==> config.mk <==
export PLATFORM = sky130hd
export DESIGN_NAME = byte_word_packer
export DESIGN_NICKNAME = d
export VERILOG_FILES = /design/src/rtl/byte_pack_pkg.sv /design/src/rtl/byte_word_packer.sv
export SDC_FILE = /design/constraint.sdc
export NUM_CORES = 1
export LEC_CHECK = 0
export BUFFER_PORTS_ARGS = -buffer_cell sky130_fd_sc_hd__buf_2
export CORE_MARGIN = 2
export CORE_UTILIZATION = 40
export DETAILED_ROUTE_END_ITERATION = 6
export GPL_TIMING_DRIVEN = 0
export PLACE_DENSITY = 0.62
export SKIP_CTS_REPAIR_TIMING = 1
export SLEW_MARGIN = 25
export SYNTH_ARGS = -nofsm -noshare
export SYNTH_HDL_FRONTEND = slang
export SYNTH_SLANG_ARGS = --single-unit
==> constraint.sdc <==
create_clock -name clk -period 2.2 [get_ports clk]
set_input_delay 0.11 -clock clk [delete_from_list [all_inputs] [get_ports clk]]
set_output_delay 0.11 -clock clk [all_outputs]
set_load 0.005 [all_outputs]
==> src/rtl/byte_pack_pkg.sv <==
// Shared widths, types and lane mapping for the byte-to-word packer.
// Endianness selected by BYTE_PACK_SWAP_EN (defined: big-endian, undefined: little-endian).
package byte_pack_pkg;

    localparam int unsigned BYTES_PER_WORD = 4;
    localparam int unsigned BYTE_W         = 8;
    localparam int unsigned WORD_W         = BYTES_PER_WORD * BYTE_W;
    localparam int unsigned IDX_W          = 2;
    localparam int unsigned LANE_W         = 5;
    localparam int unsigned NBYTES_W       = 3;

    typedef logic [IDX_W-1:0]  idx_t;
    typedef logic [LANE_W-1:0] lane_t;

    localparam idx_t IDX_LAST = idx_t'(BYTES_PER_WORD - 1);

    // Bit position of the least significant bit of byte lane idx.
    function automatic lane_t lane_lsb(input idx_t idx);
`ifdef BYTE_PACK_SWAP_EN
        lane_lsb = lane_t'(WORD_W - BYTE_W) - lane_t'({idx, 3'b000});
`else
        lane_lsb = lane_t'({idx, 3'b000});
`endif
    endfunction

endpackage

==> src/rtl/byte_word_packer.sv <==
// Packs a valid/ready byte stream into 32-bit words, with early flush on in_last.
// Build option BYTE_PACK_SWAP_EN selects big-endian lane order.
module byte_word_packer
    import byte_pack_pkg::*;
#(
    parameter logic [7:0]  PAD_BYTE = 8'h00,
    parameter int unsigned CNT_W    = 16
) (
    input  logic                clk,
    input  logic                reset,
    input  logic [BYTE_W-1:0]   in_byte,
    input  logic                in_valid,
    input  logic                in_last,
    output logic                in_ready,
    output logic [WORD_W-1:0]   out_word,
    output logic [NBYTES_W-1:0] out_bytes,
    output logic                out_valid,
    input  logic                out_ready,
    output logic [CNT_W-1:0]    word_count
);

    localparam logic [WORD_W-1:0] PAD_WORD = {BYTES_PER_WORD{PAD_BYTE}};

    logic [WORD_W-1:0]   acc, acc_nxt;
    idx_t                idx, idx_nxt;
    logic [WORD_W-1:0]   word_nxt;
    logic [NBYTES_W-1:0] bytes_nxt;
    logic                valid_nxt;
    logic [CNT_W-1:0]    count_nxt;
    logic [WORD_W-1:0]   merged;
    logic                in_xfer;
    logic                out_xfer;
    logic                emit;

    // Write byte b into lane at; lanes not yet filled read as PAD_BYTE.
    function automatic logic [WORD_W-1:0] merge_word(
        input logic [WORD_W-1:0] acc_v,
        input idx_t              at,
        input logic [BYTE_W-1:0] b
    );
        logic [WORD_W-1:0] w;
        w = acc_v;
        for (int unsigned k = 0; k < BYTES_PER_WORD; k++) begin
            if (idx_t'(k) == at) begin
                w[lane_lsb(idx_t'(k)) +: BYTE_W] = b;
            end else if (idx_t'(k) > at) begin
                w[lane_lsb(idx_t'(k)) +: BYTE_W] = PAD_BYTE;
            end
        end
        return w;
    endfunction

    assign in_ready = !out_valid || out_ready;
    assign in_xfer  = in_valid && in_ready;
    assign out_xfer = out_valid && out_ready;
    assign emit     = in_xfer && ((idx == IDX_LAST) || in_last);
    assign merged   = merge_word(acc, idx, in_byte);

    // Next-state: an emit overrides a same-cycle drain so the output never bubbles.
    always_comb begin
        acc_nxt   = acc;
        idx_nxt   = idx;
        word_nxt  = out_word;
        bytes_nxt = out_bytes;
        valid_nxt = out_valid;
        count_nxt = word_count;

        if (out_xfer) begin
            valid_nxt = 1'b0;
        end

        if (emit) begin
            word_nxt  = merged;
            bytes_nxt = NBYTES_W'(idx) + NBYTES_W'(1);
            valid_nxt = 1'b1;
            idx_nxt   = '0;
            acc_nxt   = PAD_WORD;
            count_nxt = word_count + CNT_W'(1);
        end else if (in_xfer) begin
            acc_nxt = merged;
            idx_nxt = idx + idx_t'(1);
        end
    end

    always_ff @(posedge clk or posedge reset) begin
        if (reset) begin
            acc        <= '0;
            idx        <= '0;
            out_word   <= '0;
            out_bytes  <= '0;
            out_valid  <= 1'b0;
            word_count <= '0;
        end else begin
            acc        <= acc_nxt;
            idx        <= idx_nxt;
            out_word   <= word_nxt;
            out_bytes  <= bytes_nxt;
            out_valid  <= valid_nxt;
            word_count <= count_nxt;
        end
    end

endmodule

# ---- Yosys cells after proc, flatten, opt, wreduce, memory -nomap -nowiden
# Cells that the tools add are included.
dict set report word_totals {
  ff_bits 86
  input_bits 13
  output_inout_bits 53
  wordCells 40
}
dict set report classes {
  n_addsub 3
  order_cmp 4
  eq_ne 4
  muxes 14
  n_reduce_logical 9
}
# op n
set op_table {}
lappend op_table {{32-bit two-way mux} 2}
lappend op_table {{8-bit two-way mux} 8}
lappend op_table {{16-bit by 1-bit adder with 16-bit output, second input constant} 1}
lappend op_table {{2-bit == test, first input constant} 2}
lappend op_table {{1-bit by 2-bit greater-than comparator with 1-bit output, first input constant} 2}
lappend op_table {{2-bit greater-than comparator, first input constant} 2}
lappend op_table {{2-bit two-way mux} 2}
lappend op_table {{2-bit nonzero test} 2}
lappend op_table {{2-bit by 1-bit adder with 3-bit output, second input constant} 1}
lappend op_table {{1-bit logical AND} 3}
lappend op_table {{2-bit by 1-bit adder with 2-bit output, second input constant} 1}
lappend op_table {{1-bit by 2-bit == test with 1-bit output, first input constant} 1}
lappend op_table {{2-bit == test, second input constant} 1}
lappend op_table {{2-bit logical NOT} 1}
lappend op_table {{1-bit logical OR} 2}
lappend op_table {{1-bit two-way mux} 2}
lappend op_table {{1-bit logical NOT} 1}

# ---- Logic depth before layout (Yosys ltp)
dict set report depth {
  word_depth 5
  mapped_depth 7
  depth_no_buf 6
}

# ---- Worst setup path before layout
# Ideal clock, no wire load.
dict set report synth_path {
  path_kind {reg2reg}
  start {reg idx[0]}
  end {reg acc[0]}
  setup_ns 0.067
  arrival_ns 1.663
  t_required_ns 2.133
  path_slack_ns 0.470
  path_stages_with_launch 7
  path_buffers 2
  cell_sequence {dfrtp_1 > inv_1 > ha_1 > buf_1 > and3_1 > clkbuf_1 > a22o_1}
}
dict set report synth_via {
  elab_chain_len 5
  word_cells_on_any_way 10
  classes_between {order compare (1); eq/ne (1); mux (4); reduce/logical (4)}
}
# item line
set synth_lines {}
lappend synth_lines {{from (decl)} byte_word_packer.sv:25} ;# idx_t idx, idx_nxt;
lappend synth_lines {{from (signal assigned)} byte_word_packer.sv:95} ;# idx <= idx_nxt;
lappend synth_lines {{1-bit by 2-bit greater-than comparator with 1-bit output} byte_word_packer.sv:46} ;# end else if (idx_t'(k) > at) begin
lappend synth_lines {{8-bit two-way mux} byte_word_packer.sv:46}
lappend synth_lines {{8-bit two-way mux} byte_word_packer.sv:44} ;# if (idx_t'(k) == at) begin
lappend synth_lines {{32-bit two-way mux} byte_word_packer.sv:79} ;# end else if (in_xfer) begin
lappend synth_lines {{32-bit two-way mux} byte_word_packer.sv:72} ;# if (emit) begin
lappend synth_lines {{to (signal assigned)} byte_word_packer.sv:94} ;# acc <= acc_nxt;
lappend synth_lines {{to (decl)} byte_word_packer.sv:24} ;# logic [WORD_W-1:0] acc, acc_nxt;
# Parallel ways exist; a longest one is shown, timed or not. The select of a mux whose other input is x is not followed.
# A chain may end at the register's enable or synchronous reset.

# ---- Final worst setup path
dict set report layout_path {
  start {reg idx[0]}
  end {reg acc[5]}
}
# The elaborated chain is that of the path after synthesis.

==> qor.yml <==
floorplan:
  die_h_um: 94.11
  die_x_um: 94.11
  fp.coreArea_um2: 7807
  initial_core_util_pct: 41.60
  pin_count: 66
  rows: 32
  die_area_um2: 8857
placed_design:
  routabilityCongestion: 0.7838
  io_buffers: 65
  dp_hpwl_mm: 5.182
  postPlaceCellArea_um2: 3724
routing:
  route.antenna.remaining_nets: 0
  avgViaCountPerCell: 5.260
  routedWlPerCell_um: 16.29
  drt_iter0_drc: 134
  vias: 2472
  routedLengthMet1_mm: 3.650
  maxUsedRoutingLayer: "met4"
  dr_wl_met2_mm: 3.405
  detail_route.first_pass.iterations: 4
  wl_met3_um: 498
  route.detailed.drc: 0
  routed_wl_mm: 7.658
sta:
  finalCritPeriodShare_pct: 92.49
  fin_hold_ws_ns: 0.1056
  tns_ns: 0
  fin_crit_ns: 2.035
  hold_viol_final: 0
  setup_viol: 0
  max_freq_mhz: 491.4
  slew_viol_final: 0
  grt_setup_unrepaired: "no"
  tightest_slew_ns: 0.6419
  finalClockSkew_ns: 0.006134
  relSlewSlack_pct: 57.21
clock_tree:
  clkSinkCount: 78
  cts_tree: "done"
  cts_buffer_depth: 2
  cts_root_buf: "clkbuf_8"
  path_clk_slew_ns: 0.08
  numCtsBuffers: 9
  clock_latency_ns: 0.35
  cts.htree.levels: 3
worst_setup_path:
  crit_type: "reg -> reg"
  startpoint_type: "register"
  crit_required_ns: 2.49
  path_max_fanout: 10
  endpoint_kind: "register"
  arrival_ns: 2.32
  ff2ff_setup_slack_ns: 0.17
grt:
  grt_max_degree: 45
  grt_first_pass_wirelength_mm: 12.81
  grt_usage_pct: 19.29
  antenna_found_initial: 0
  grt_pass1_vias: 2489
  grt.overflow.total: 0
pwr:
  pwr-share-seq_pct: 47.6
  p_per_area_nw_per_um2: 1012
  p_int_mw: 2.787
  p_leak_nw: 2.004
  net-switching-power_mw: 1.213
  pwr-share-comb_pct: 22.7
  fin_total_pwr_mw: 4.000
  swShare_pct: 30.32
  ir_drop_v: 0.0004096
  power_frac_clock_pct: 29.7
synth:
  avgSynthCellArea_um2: 11.40
  synthDistinctLibCells: 31
  ys_ff_latch: 78
  ys_seq_area_share_pct: 60.09
  ys_top_cells_by_area: "dfrtp_1 60%, a22o_1 8.6%, a221oi_1 3.8%"
  synth_cells: 285
  synth_area_um2: 3248
  ys.warnings.count: 0
  synth_top_cell_by_area: "dfrtp_1"
  syn-num-nets: 304
  synth_top_area_share_pct: 60.09
finish:
  final_cell_area_um2: 3953
  seq_area_um2: 1952
  num_antenna_cells: 0
  multi_input_area_um2: 1214
  finalCoreUtilization_pct: 50.63
  layout_commonest_cell: "dfrtp_1"
  finalNetCount: 382
  drive_gt1_share_pct: 24.46
  layout_common_cells: "78 x dfrtp_1, 67 x buf_2, 32 x a22o_1, 31 x nor2_1, 30 x nand2_1"
  fill_cells: 759
  area_growth_pct: 21.69
hold_path:
  min_path_type: "in -> reg"
run:
  maxCapViolations: 0
outcome:
  status: "finished, final reports clean"
==> sequential cells by signal (all words and copies together) (netlist names) <==
signal	flops
out_word	32
acc	24
word_count	16
out_bytes	3
idx	2
out_valid	1
==> per-stage QoR <==
step	worst slack (ns)	std cells
2_1_floorplan	0.09497	285
3_3_place_gp	-0.8559	452
3_5_place_dp	0.1759	453
4_1_cts	0.1597	469
5_1_grt	0.003144	470
6_report	0.1651	470
==> layout make-up <==
cell class / instances / area share [%]
Timing Repair Buffer: 67 / 8.990
Buffer: 15 / 1.519
Tap cell: 102 / 3.229
Multi-Input combinational cell: 185 / 30.71
Inverter: 7 / 0.7281
Clock buffer: 12 / 3.672
Sequential cell: 78 / 49.38
Clock inverter: 4 / 1.773
==> path summary, 6_finish.rpt <==
path,startpoint,end,depth (start not counted)
hold reg to reg,out_bytes[2],out_bytes[2],1
setup / recovery,idx[0],acc[5],6
min in group asynchronous,reset,word_count[14],3
hold / removal,out_ready,out_valid,4
max in group asynchronous,reset,idx[1],4
setup reg to reg,idx[0],acc[5],6
==> Yosys cell counts <==
| cell | number |
|---|---|
| a21o_1 | 1 |
| a21oi_1 | 2 |
| a221oi_1 | 14 |
| a22o_1 | 32 |
| and3_1 | 5 |
| and4_1 | 1 |
| buf_1 | 1 |
| buf_2 | 2 |
| clkbuf_1 | 12 |
| dfrtp_1 | 78 |
| ha_1 | 6 |
| inv_1 | 6 |
| inv_2 | 1 |
| mux2i_1 | 8 |
| nand2_1 | 30 |
| nand3_1 | 6 |
| nand4_1 | 3 |
| nand4_2 | 1 |
| nor2_1 | 32 |
| nor2b_1 | 2 |
| nor3_1 | 6 |
| nor3b_1 | 1 |
| nor4_1 | 2 |
| nor4_2 | 1 |
| o21ai_0 | 13 |
| o21ai_1 | 1 |
| or2_2 | 1 |
| or4_1 | 1 |
| or4_4 | 1 |
| xnor2_1 | 8 |
| xor2_1 | 7 |
==> worst max-delay path: stages (launching register included) <==
cell and delay [ns]:
dfrtp_1 0.42, inv_1 0.14, ha_1 0.16, buf_1 0.50
and3_1 0.25, clkbuf_1 0.29, a22o_1 0.20
==> power groups by stage <==
stage | clock, mW | sequential (mW) | combinational, mW
floorplan | 0 | 1.92 | 0.513
global placement | 0 | 1.93 | 0.900
detailed placement | 0 | 1.93 | 0.916
CTS | 1.22 | 1.91 | 0.921
global route | 1.29 | 1.95 | 1.04
finish | 1.19 | 1.90 | 0.908
==> cells by family after synthesis <==
logic type | count (synthesis) | share of synthesized area, %
AOI/OAI and AO/OA | 63 | 15.10
xor gates and xnor gates | 15 | 4.045
adders and majority gates | 6 | 2.311
buffers and inverters | 22 | 2.619
DFF | 78 | 60.09
muxes | 8 | 2.465
and+or+nand+nor | 93 | 13.37
==> metal layers <==
metal | up-vias | track usage, %
li1 | 1173 | -
met2 | 70 | 27.98
met3 | 8 | 6.340
met1 | 1221 | 27.32
met4 | 0 | 6.159
met5 | - | 0
Note: power is estimated with default switching activity, not from simulation.
